[config.mk]
export PLATFORM = sky130hd
export DESIGN_NAME = sys_ctrl
export DESIGN_NICKNAME = d
export VERILOG_FILES = /design/src/rtl/sys_ctrl.sv
export SDC_FILE = /design/constraint.sdc
export NUM_CORES = 1
export LEC_CHECK = 0
export ABC_AREA = 1
export CAP_MARGIN = 20
export CORE_ASPECT_RATIO = 1.1
export CORE_MARGIN = 2
export CORE_UTILIZATION = 47
export DETAILED_ROUTE_END_ITERATION = 10
export GPL_TIMING_DRIVEN = 0
export MAX_ROUTING_LAYER = met4
export PLACE_DENSITY = 0.84
export SYNTH_ARGS = -nofsm -noshare
export SYNTH_HDL_FRONTEND = slang
export SYNTH_SLANG_ARGS = --single-unit
[constraint.sdc]
create_clock -name CLK -period 1.8 [get_ports CLK]
set_input_delay 0.36 -clock CLK [delete_from_list [all_inputs] [get_ports CLK]]
set_output_delay 0.36 -clock CLK [all_outputs]
set_load 0.01 [all_outputs]
[src/rtl/sys_ctrl.sv]
// -----------------------------------------------------------------------------
// sys_ctrl
// Command decoder and sequencer between the UART receiver and the register file,
// ALU and TX FIFO. Command frames arrive one byte at a time:
//   0xAA addr data      : one register-file write
//   0xBB addr           : one register-file read, the result byte goes to the TX FIFO
//   0xCC opA opB fun    : write opA to 0x0 and opB to 0x1, run the ALU, push LSB then MSB
//   0xDD fun            : run the ALU on the stored operands, push LSB then MSB
// Every other byte seen in IDLE is ignored.
//
// Ports
//   CLK, RST          clock; asynchronous active-low reset
//   RX_P_DATA/RX_D_VLD  received byte and its one-cycle valid pulse
//   RF_RdData/RF_RdData_Valid  register-file read return
//   ALU_OUT/ALU_OUT_VALID      ALU result return
//   FIFO_FULL         TX FIFO full, stalls the push
//   RF_WrEn/RF_RdEn/RF_Address/RF_WrData  register-file request (single-cycle strobes)
//   ALU_EN/ALU_FUN/CLK_GATE_EN            ALU launch and its clock-gate enable
//   TX_P_DATA/TX_D_VLD                    TX FIFO write port
// Every output is a register and resets to 0.
// -----------------------------------------------------------------------------
module sys_ctrl #(
  parameter int DATA_WIDTH    = 8,
  parameter int ADDR_WIDTH    = 4,
  parameter int ALU_OUT_WIDTH = 16
) (
  input  logic                     CLK,
  input  logic                     RST,
  input  logic [DATA_WIDTH-1:0]    RX_P_DATA,
  input  logic                     RX_D_VLD,
  input  logic [DATA_WIDTH-1:0]    RF_RdData,
  input  logic                     RF_RdData_Valid,
  input  logic [ALU_OUT_WIDTH-1:0] ALU_OUT,
  input  logic                     ALU_OUT_VALID,
  input  logic                     FIFO_FULL,
  output logic                     RF_WrEn,
  output logic                     RF_RdEn,
  output logic [ADDR_WIDTH-1:0]    RF_Address,
  output logic [DATA_WIDTH-1:0]    RF_WrData,
  output logic                     ALU_EN,
  output logic [3:0]               ALU_FUN,
  output logic                     CLK_GATE_EN,
  output logic [DATA_WIDTH-1:0]    TX_P_DATA,
  output logic                     TX_D_VLD
);

  localparam logic [DATA_WIDTH-1:0] CMD_WRITE   = DATA_WIDTH'(8'hAA);
  localparam logic [DATA_WIDTH-1:0] CMD_READ    = DATA_WIDTH'(8'hBB);
  localparam logic [DATA_WIDTH-1:0] CMD_ALU_OP  = DATA_WIDTH'(8'hCC);
  localparam logic [DATA_WIDTH-1:0] CMD_ALU_NOP = DATA_WIDTH'(8'hDD);

  // Fixed operand locations used by the 0xCC command.
  localparam logic [ADDR_WIDTH-1:0] OPA_ADDR = ADDR_WIDTH'(0);
  localparam logic [ADDR_WIDTH-1:0] OPB_ADDR = ADDR_WIDTH'(1);

  typedef enum logic [3:0] {
    ST_IDLE,
    ST_WR_ADDR,
    ST_WR_DATA,
    ST_RD_ADDR,
    ST_RD_WAIT,
    ST_OPA,
    ST_OPB,
    ST_ALU_FUN,
    ST_ALU_WAIT,
    ST_TX_RD,
    ST_TX_LO,
    ST_TX_HI
  } state_t;

  state_t                state;
  // MSB of the captured ALU result, waiting for its turn on TX_P_DATA.
  logic [DATA_WIDTH-1:0] tx_hi;

  // NOTE: every register, outputs included, is cleared by the asynchronous
  // reset so a frame cut short by RST leaves nothing behind.
  always_ff @(posedge CLK or negedge RST) begin
    if (!RST) begin
      state       <= ST_IDLE;
      tx_hi       <= '0;
      RF_WrEn     <= 1'b0;
      RF_RdEn     <= 1'b0;
      RF_Address  <= '0;
      RF_WrData   <= '0;
      ALU_EN      <= 1'b0;
      ALU_FUN     <= '0;
      CLK_GATE_EN <= 1'b0;
      TX_P_DATA   <= '0;
      TX_D_VLD    <= 1'b0;
    end else begin
      // NOTE: non-blocking assignments throughout; the strobes default low
      // here so any branch that sets one produces exactly a one-cycle pulse.
      RF_WrEn  <= 1'b0;
      RF_RdEn  <= 1'b0;
      TX_D_VLD <= 1'b0;

      case (state)
        ST_IDLE: begin
          if (RX_D_VLD) begin
            case (RX_P_DATA)
              CMD_WRITE:   state <= ST_WR_ADDR;
              CMD_READ:    state <= ST_RD_ADDR;
              CMD_ALU_OP: begin
                state       <= ST_OPA;
                CLK_GATE_EN <= 1'b1;
              end
              CMD_ALU_NOP: begin
                state       <= ST_ALU_FUN;
                CLK_GATE_EN <= 1'b1;
              end
              default: ;
            endcase
          end
        end

        ST_WR_ADDR: begin
          if (RX_D_VLD) begin
            RF_Address <= RX_P_DATA[ADDR_WIDTH-1:0];
            state      <= ST_WR_DATA;
          end
        end

        ST_WR_DATA: begin
          if (RX_D_VLD) begin
            RF_WrData <= RX_P_DATA;
            RF_WrEn   <= 1'b1;
            state     <= ST_IDLE;
          end
        end

        ST_RD_ADDR: begin
          if (RX_D_VLD) begin
            RF_Address <= RX_P_DATA[ADDR_WIDTH-1:0];
            RF_RdEn    <= 1'b1;
            state      <= ST_RD_WAIT;
          end
        end

        // Read data goes straight onto TX_P_DATA so it is already stable
        // while the push waits for room in the FIFO.
        ST_RD_WAIT: begin
          if (RF_RdData_Valid) begin
            TX_P_DATA <= RF_RdData;
            state     <= ST_TX_RD;
          end
        end

        ST_OPA: begin
          if (RX_D_VLD) begin
            RF_Address <= OPA_ADDR;
            RF_WrData  <= RX_P_DATA;
            RF_WrEn    <= 1'b1;
            state      <= ST_OPB;
          end
        end

        ST_OPB: begin
          if (RX_D_VLD) begin
            RF_Address <= OPB_ADDR;
            RF_WrData  <= RX_P_DATA;
            RF_WrEn    <= 1'b1;
            state      <= ST_ALU_FUN;
          end
        end

        ST_ALU_FUN: begin
          if (RX_D_VLD) begin
            ALU_EN  <= 1'b1;
            ALU_FUN <= RX_P_DATA[3:0];
            state   <= ST_ALU_WAIT;
          end
        end

        // ALU_EN and ALU_FUN stay asserted until the result arrives; the
        // LSB is staged on TX_P_DATA and the MSB parked in tx_hi.
        ST_ALU_WAIT: begin
          if (ALU_OUT_VALID) begin
            TX_P_DATA   <= ALU_OUT[DATA_WIDTH-1:0];
            tx_hi       <= DATA_WIDTH'(ALU_OUT >> DATA_WIDTH);
            ALU_EN      <= 1'b0;
            CLK_GATE_EN <= 1'b0;
            state       <= ST_TX_LO;
          end
        end

        ST_TX_RD: begin
          if (!FIFO_FULL) begin
            TX_D_VLD <= 1'b1;
            state    <= ST_IDLE;
          end
        end

        ST_TX_LO: begin
          if (!FIFO_FULL) begin
            TX_D_VLD <= 1'b1;
            state    <= ST_TX_HI;
          end
        end

        // TX_P_DATA keeps the LSB while stalled and switches to the MSB only
        // in the cycle that pushes it.
        ST_TX_HI: begin
          if (!FIFO_FULL) begin
            TX_P_DATA <= tx_hi;
            TX_D_VLD  <= 1'b1;
            state     <= ST_IDLE;
          end
        end

        default: state <= ST_IDLE;
      endcase
    end
  end

endmodule

Word-level counts from Yosys, hierarchy flattened
Cells that the tools add are included.
- add/sub/neg operators: 0
- multiply operators: 0
- div/mod/pow operators: 0
- order comparisons: 0
- equal/unequal tests: 30
- shift operators: 0
- mux-type cells: 31
- bitwise logic cells: 0
- reduce and logical (&&, ||, !) cells: 18
- operators by type and width (kind ; number):
    $mux 4 ; 13
    $pmux 4 s11 ; 1
    $eq 8x8->1 const B ; 4
    $ne 2x2->1 const B ; 13
    $mux 8 ; 3
    $pmux 8 s3 ; 1
    $eq 4x3->1 const B ; 4
    $eq 4x4->1 const B ; 4
    $pmux 4 s4 ; 1
    $pmux 4 s3 ; 1
    $reduce_and 12->1 ; 1
    $reduce_and 4->1 ; 3
    $mux 1 ; 9
    $eq 4x2->1 const B ; 2
    $reduce_and 2->1 ; 3
    $reduce_bool 3->1 ; 2
    $reduce_or 2->1 ; 3
    $reduce_or 3->1 ; 2
    $ne 5x1->1 const B ; 1
    $eq 4x1->1 const B ; 1
    $logic_not 4->1 ; 1
    $pmux 1 s2 ; 2
    $reduce_bool 2->1 ; 2
    $reduce_and 3->1 ; 1
    $ne 2x1->1 const B ; 1
- flip-flop bits (word level): 41
- bits in latches: 0
- RAM bits: 0
- bits in read-only memories: 0
- bits of input ports: 38
- output and inout bits: 29
- memories kept: 0

Logic depth before layout (Yosys ltp)
- depth after elaboration: 5
- depth in mapped cells: 9

Least setup slack after synthesis
Ideal clock, no wire load.
- path type: reg2reg
- from: register state[1]
- to: register CLK_GATE_EN
- setup time: 0.119 ns
- arrival time: 1.234 ns
- data required time: 1.681 ns
- setup slack: 0.447 ns
- stages on the path, launching flop included: 7
- period minus slack after synthesis: 1.353 ns
- cell sequence: dfrtp_1 nor2_4 buf_4 nand2_1 nor2_4 inv_2 o21a_1
- word-level cells in the longest chain between the ends: 3
- elaborated cells on any way between the ends: 8
- RTL lines (item ; RTL line ; RTL):
    start: declaration ; 71 ; state_t state;
    start signal: assignment ; 79 ; state <= ST_IDLE;
    start signal: assignment ; 101 ; CMD_WRITE: state <= ST_WR_ADDR;
    start signal: assignment ; 102 ; CMD_READ: state <= ST_RD_ADDR;
    $eq 4x4->1 / $logic_not 4->1 (equally long branches) ; 97 ; case (state)
    $ne 2x2->1 (no source line) / $reduce_bool 2->1 (equally long branches) ; - ;
    $reduce_and 4->1 (no source line) ; - ;
    end signal: assignment ; 87 ; CLK_GATE_EN <= 1'b0;
    end signal: assignment ; 105 ; CLK_GATE_EN <= 1'b1;
    end signal: assignment ; 109 ; CLK_GATE_EN <= 1'b1;
    end: declaration ; 42 ; output logic CLK_GATE_EN,
Parallel ways exist; a longest one is shown, timed or not.
A chain may end at the register's enable or synchronous reset.

Worst setup path in the final report
- from: register state[1]
- to: register tx_hi[3]
- word-level cells in the longest chain between the ends: 2
- RTL lines (item ; RTL line ; RTL):
    $eq 4x4->1 ; 97 ;
    $reduce_and 2->1 (no source line) ; - ;
    end signal: assignment ; 179 ; tx_hi <= DATA_WIDTH'(ALU_OUT >> DATA_WIDTH);
    end: declaration ; 73 ; logic [DATA_WIDTH-1:0] tx_hi;
Every way passes these cells.

==> results.cfg <==
[yosys]
yosys_most_used_dff = dfrtp_1
synth_compound_area_share_pct = 7.35
syn-num-nets = 317
netlist_area_um2 = 2160
yosys.area_share.simple_pct = 39.3
yosysUniqueCellTypes = 22
synth_cells = 279
synthArstFlopShare_pct = 100
synth_seq_area_share_pct = 47.4
postSynthAreaPerCell_um2 = 7.75
synth_edf_count = 0
yosys.area_share.adder_pct = 0
synth-xor-area-share_pct = 0
synth_seq_cells = 41
synth.mux.area_fraction_pct = 0
synth_top_family_by_area = simple AND/OR/NAND/NOR gates
ys_warn_count = 0

[detailed_routing]
initialDrtViolationCount = 134
drc = 0
wl_per_cell_um = 12.5
final_antenna_net_count = 0
drt-total-wl_mm = 5.08
num_vias = 1992
vias_per_cell = 4.89
firstDrtPassIters = 4

[setup_path]
r2r-start = state[1]$_DFFE_PN0P_
rrSetupSlack_ns = 0.19
crit_required_ns = 1.98
path_common_cell = nand2_1
arrival_ns = 1.79
rr_worst_depth = 7
worstPathCellList = nor2_4 > buf_4 > nand2_1 > nor2_4 > inv_2 > nand2_1 > nand2_1
critPathMaxFanout = 10
crit_type = reg -> reg
crit_path_max_incr_delay_ns = 0.46
critical_path.slowest_cell = dfrtp_1
timing.rr.end = tx_hi[3]$_DFFE_PN0P_
critPathTopFamily = simple AND/OR/NAND/NOR gates
crit_buf_inv = 2
worstSetupStartpointType = flip-flop
end_kind = flip-flop

[pwr]
pwr-share-comb_pct = 48.8
netSwitchingFraction_pct = 40.3
vdd_drop_max_mv = 0.691
leakage_nw = 1.47
finalPower_mw = 4.19
p_int_mw = 2.51
p_clk_share_pct = 14.1
powerDensity_nw_per_um2 = 1410
switchingPower_mw = 1.69
pwr-share-seq_pct = 37.2

[timing]
min_period_over_period_pct = 89.4
setup_viol = 0
hold_viol_final = 0
fmax_mhz = 621
maxSlewHeadroom_pct = 41.3
setup_tns_ns = 0
fin_worst_skew_ns = 0.00365
worst_slew_pin_slew_ns = 0.881
rsz0062_at_grt = no
period_needed_ns = 1.61
slew_viol_final = 0

[clock_tree]
clock-sinks = 41
cts_repair_resize_count = 0
postCtsHoldBufs = 0
root_buffer = clkbuf_8
cts_tree = done
cts_buffers = 5
clk_latency_ns = 0.29
clockBufferDepth = 2
h-tree-depth = 2
clk_pin_slew_ns = 0.08
cts_setup_buffers = 0

[global_routing]
grt_util_all_layers_pct = 22.5
busiest_layer = met2
grt_pass1_wl_mm = 8.36
grt_overflow = 0
met3_usage_pct = 4.48
use_met1_pct = 28.7
antenna_found_initial = 0
grt_max_degree = 42
use_met2_pct = 35.6
grt_pass1_vias = 1881

[cells_and_area]
drive_above_1_share_pct = 13.3
multiInputGateArea_um2 = 1010
fill_cells = 385
layout_common_cells = 115 x nand2_1, 65 x clkdlybuf4s50_1, 41 x dfrtp_1
fin_util_pct = 68.4
num-nets-final = 390
final_common_cell = nand2_1
syn_to_final_growth_pct = 37.4
postLayoutCellArea_um2 = 2970
antenna_cells = 0
seq_area_um2 = 1030
finalNonFillerCells = 407

[die]
pin_count = 67
row_count = 25
chipWidth_um = 68.7
die_area_um2 = 5160
die_height_um = 75.2
core_um2 = 4350
start_util_pct = 49.8

[placed_design]
port_buffers = 66
gp_congestion = 0.846
hpwl_mm = 3.98
placedCellCount = 399
dpl-instance-area_um2 = 2890

[min_path]
hp-class = in -> async

[status]
outcome = complete, no violations

[flow_run]
maxCapViolCount = 0
area by class of cell:
class | count | area share (%)
flip-flops and latches | 41 | 34.5
repair buffers | 66 | 22.1
multi-input cells | 208 | 34.0
plain buffers | 3 | 0.884
inverters | 27 | 3.41
clock inverters | 3 | 0.589
well taps | 54 | 2.27
clock buffers | 5 | 2.31
state kept, by name (all words and copies together), names as in the netlist:
signal       flops
state            4
RF_Address       4
RF_WrEn          1
RF_WrData        8
CLK_GATE_EN      1
tx_hi            8
TX_P_DATA        8
ALU_EN           1
RF_RdEn          1
ALU_FUN          4
TX_D_VLD         1
power by group through the flow:
stage / registers (mW) / logic [mW] / clock network [mW]
2_1_floorplan: 1.65 / 1.10 / 0
3_3_place_gp: 1.56 / 1.99 / 0
3_5_place_dp: 1.57 / 2.06 / 0
4_1_cts: 1.56 / 2.07 / 0.599
5_1_grt: 1.60 / 2.30 / 0.634
6_report: 1.56 / 2.05 / 0.590
how the worst max path moves through the flow:
stage | startpoint | endpoint | slack [ns] | cells past startpoint
2_1_floorplan | state[1]$_DFFE_PN0P_ | CLK_GATE_EN$_DFFE_PN0P_ | 0.45 | 6
3_3_place_gp | RST | TX_P_DATA[6]$_DFFE_PN0P_ | -0.59 | 1
3_5_place_dp | RX_P_DATA[0] | state[1]$_DFFE_PN0P_ | -0.03 | 10
6_report | state[1]$_DFFE_PN0P_ | tx_hi[3]$_DFFE_PN0P_ | 0.19 | 7
5_1_grt | state[2]$_DFFE_PN0P_ | state[1]$_DFFE_PN0P_ | 0.05 | 7
4_1_cts | state[1]$_DFFE_PN0P_ | tx_hi[3]$_DFFE_PN0P_ | 0.19 | 7
cells by family after synthesis:
| family | after synthesis |
|---|---|
| simple gates | 187 |
| flops | 41 |
| buf+inv | 30 |
| compound gates | 21 |
synthesized netlist by cell type, types with 2 or more instances:
library cell  count  share of area [%]
o21ai_0           8                1.9
inv_2             3               0.52
nand3_1          32                7.4
dfrtp_1          41                 47
buf_4             2               0.69
nor2_1           16                2.8
a21oi_1           2               0.46
nor2_4            6                3.1
o21ai_2           7                2.8
nand2_1         115                 20
nand2_2          13                3.8
inv_1            24                4.2
routing by layer:
metal,vias up,wire length (um)
li1,1012,-
met1,922,2250
met2,50,2530
met3,8,201
met4,0,88
met5,-,0
through the flow:
step | setup WS [ns] | hold slack [ns]
floorplan | 0.447 | 0.0644
global placement | -0.592 | 0.457
detailed placement | -0.0346 | 0.461
CTS | 0.187 | 0.217
global route | 0.0505 | 0.254
finish | 0.190 | 0.171
Power figures use the tool's default switching activity.
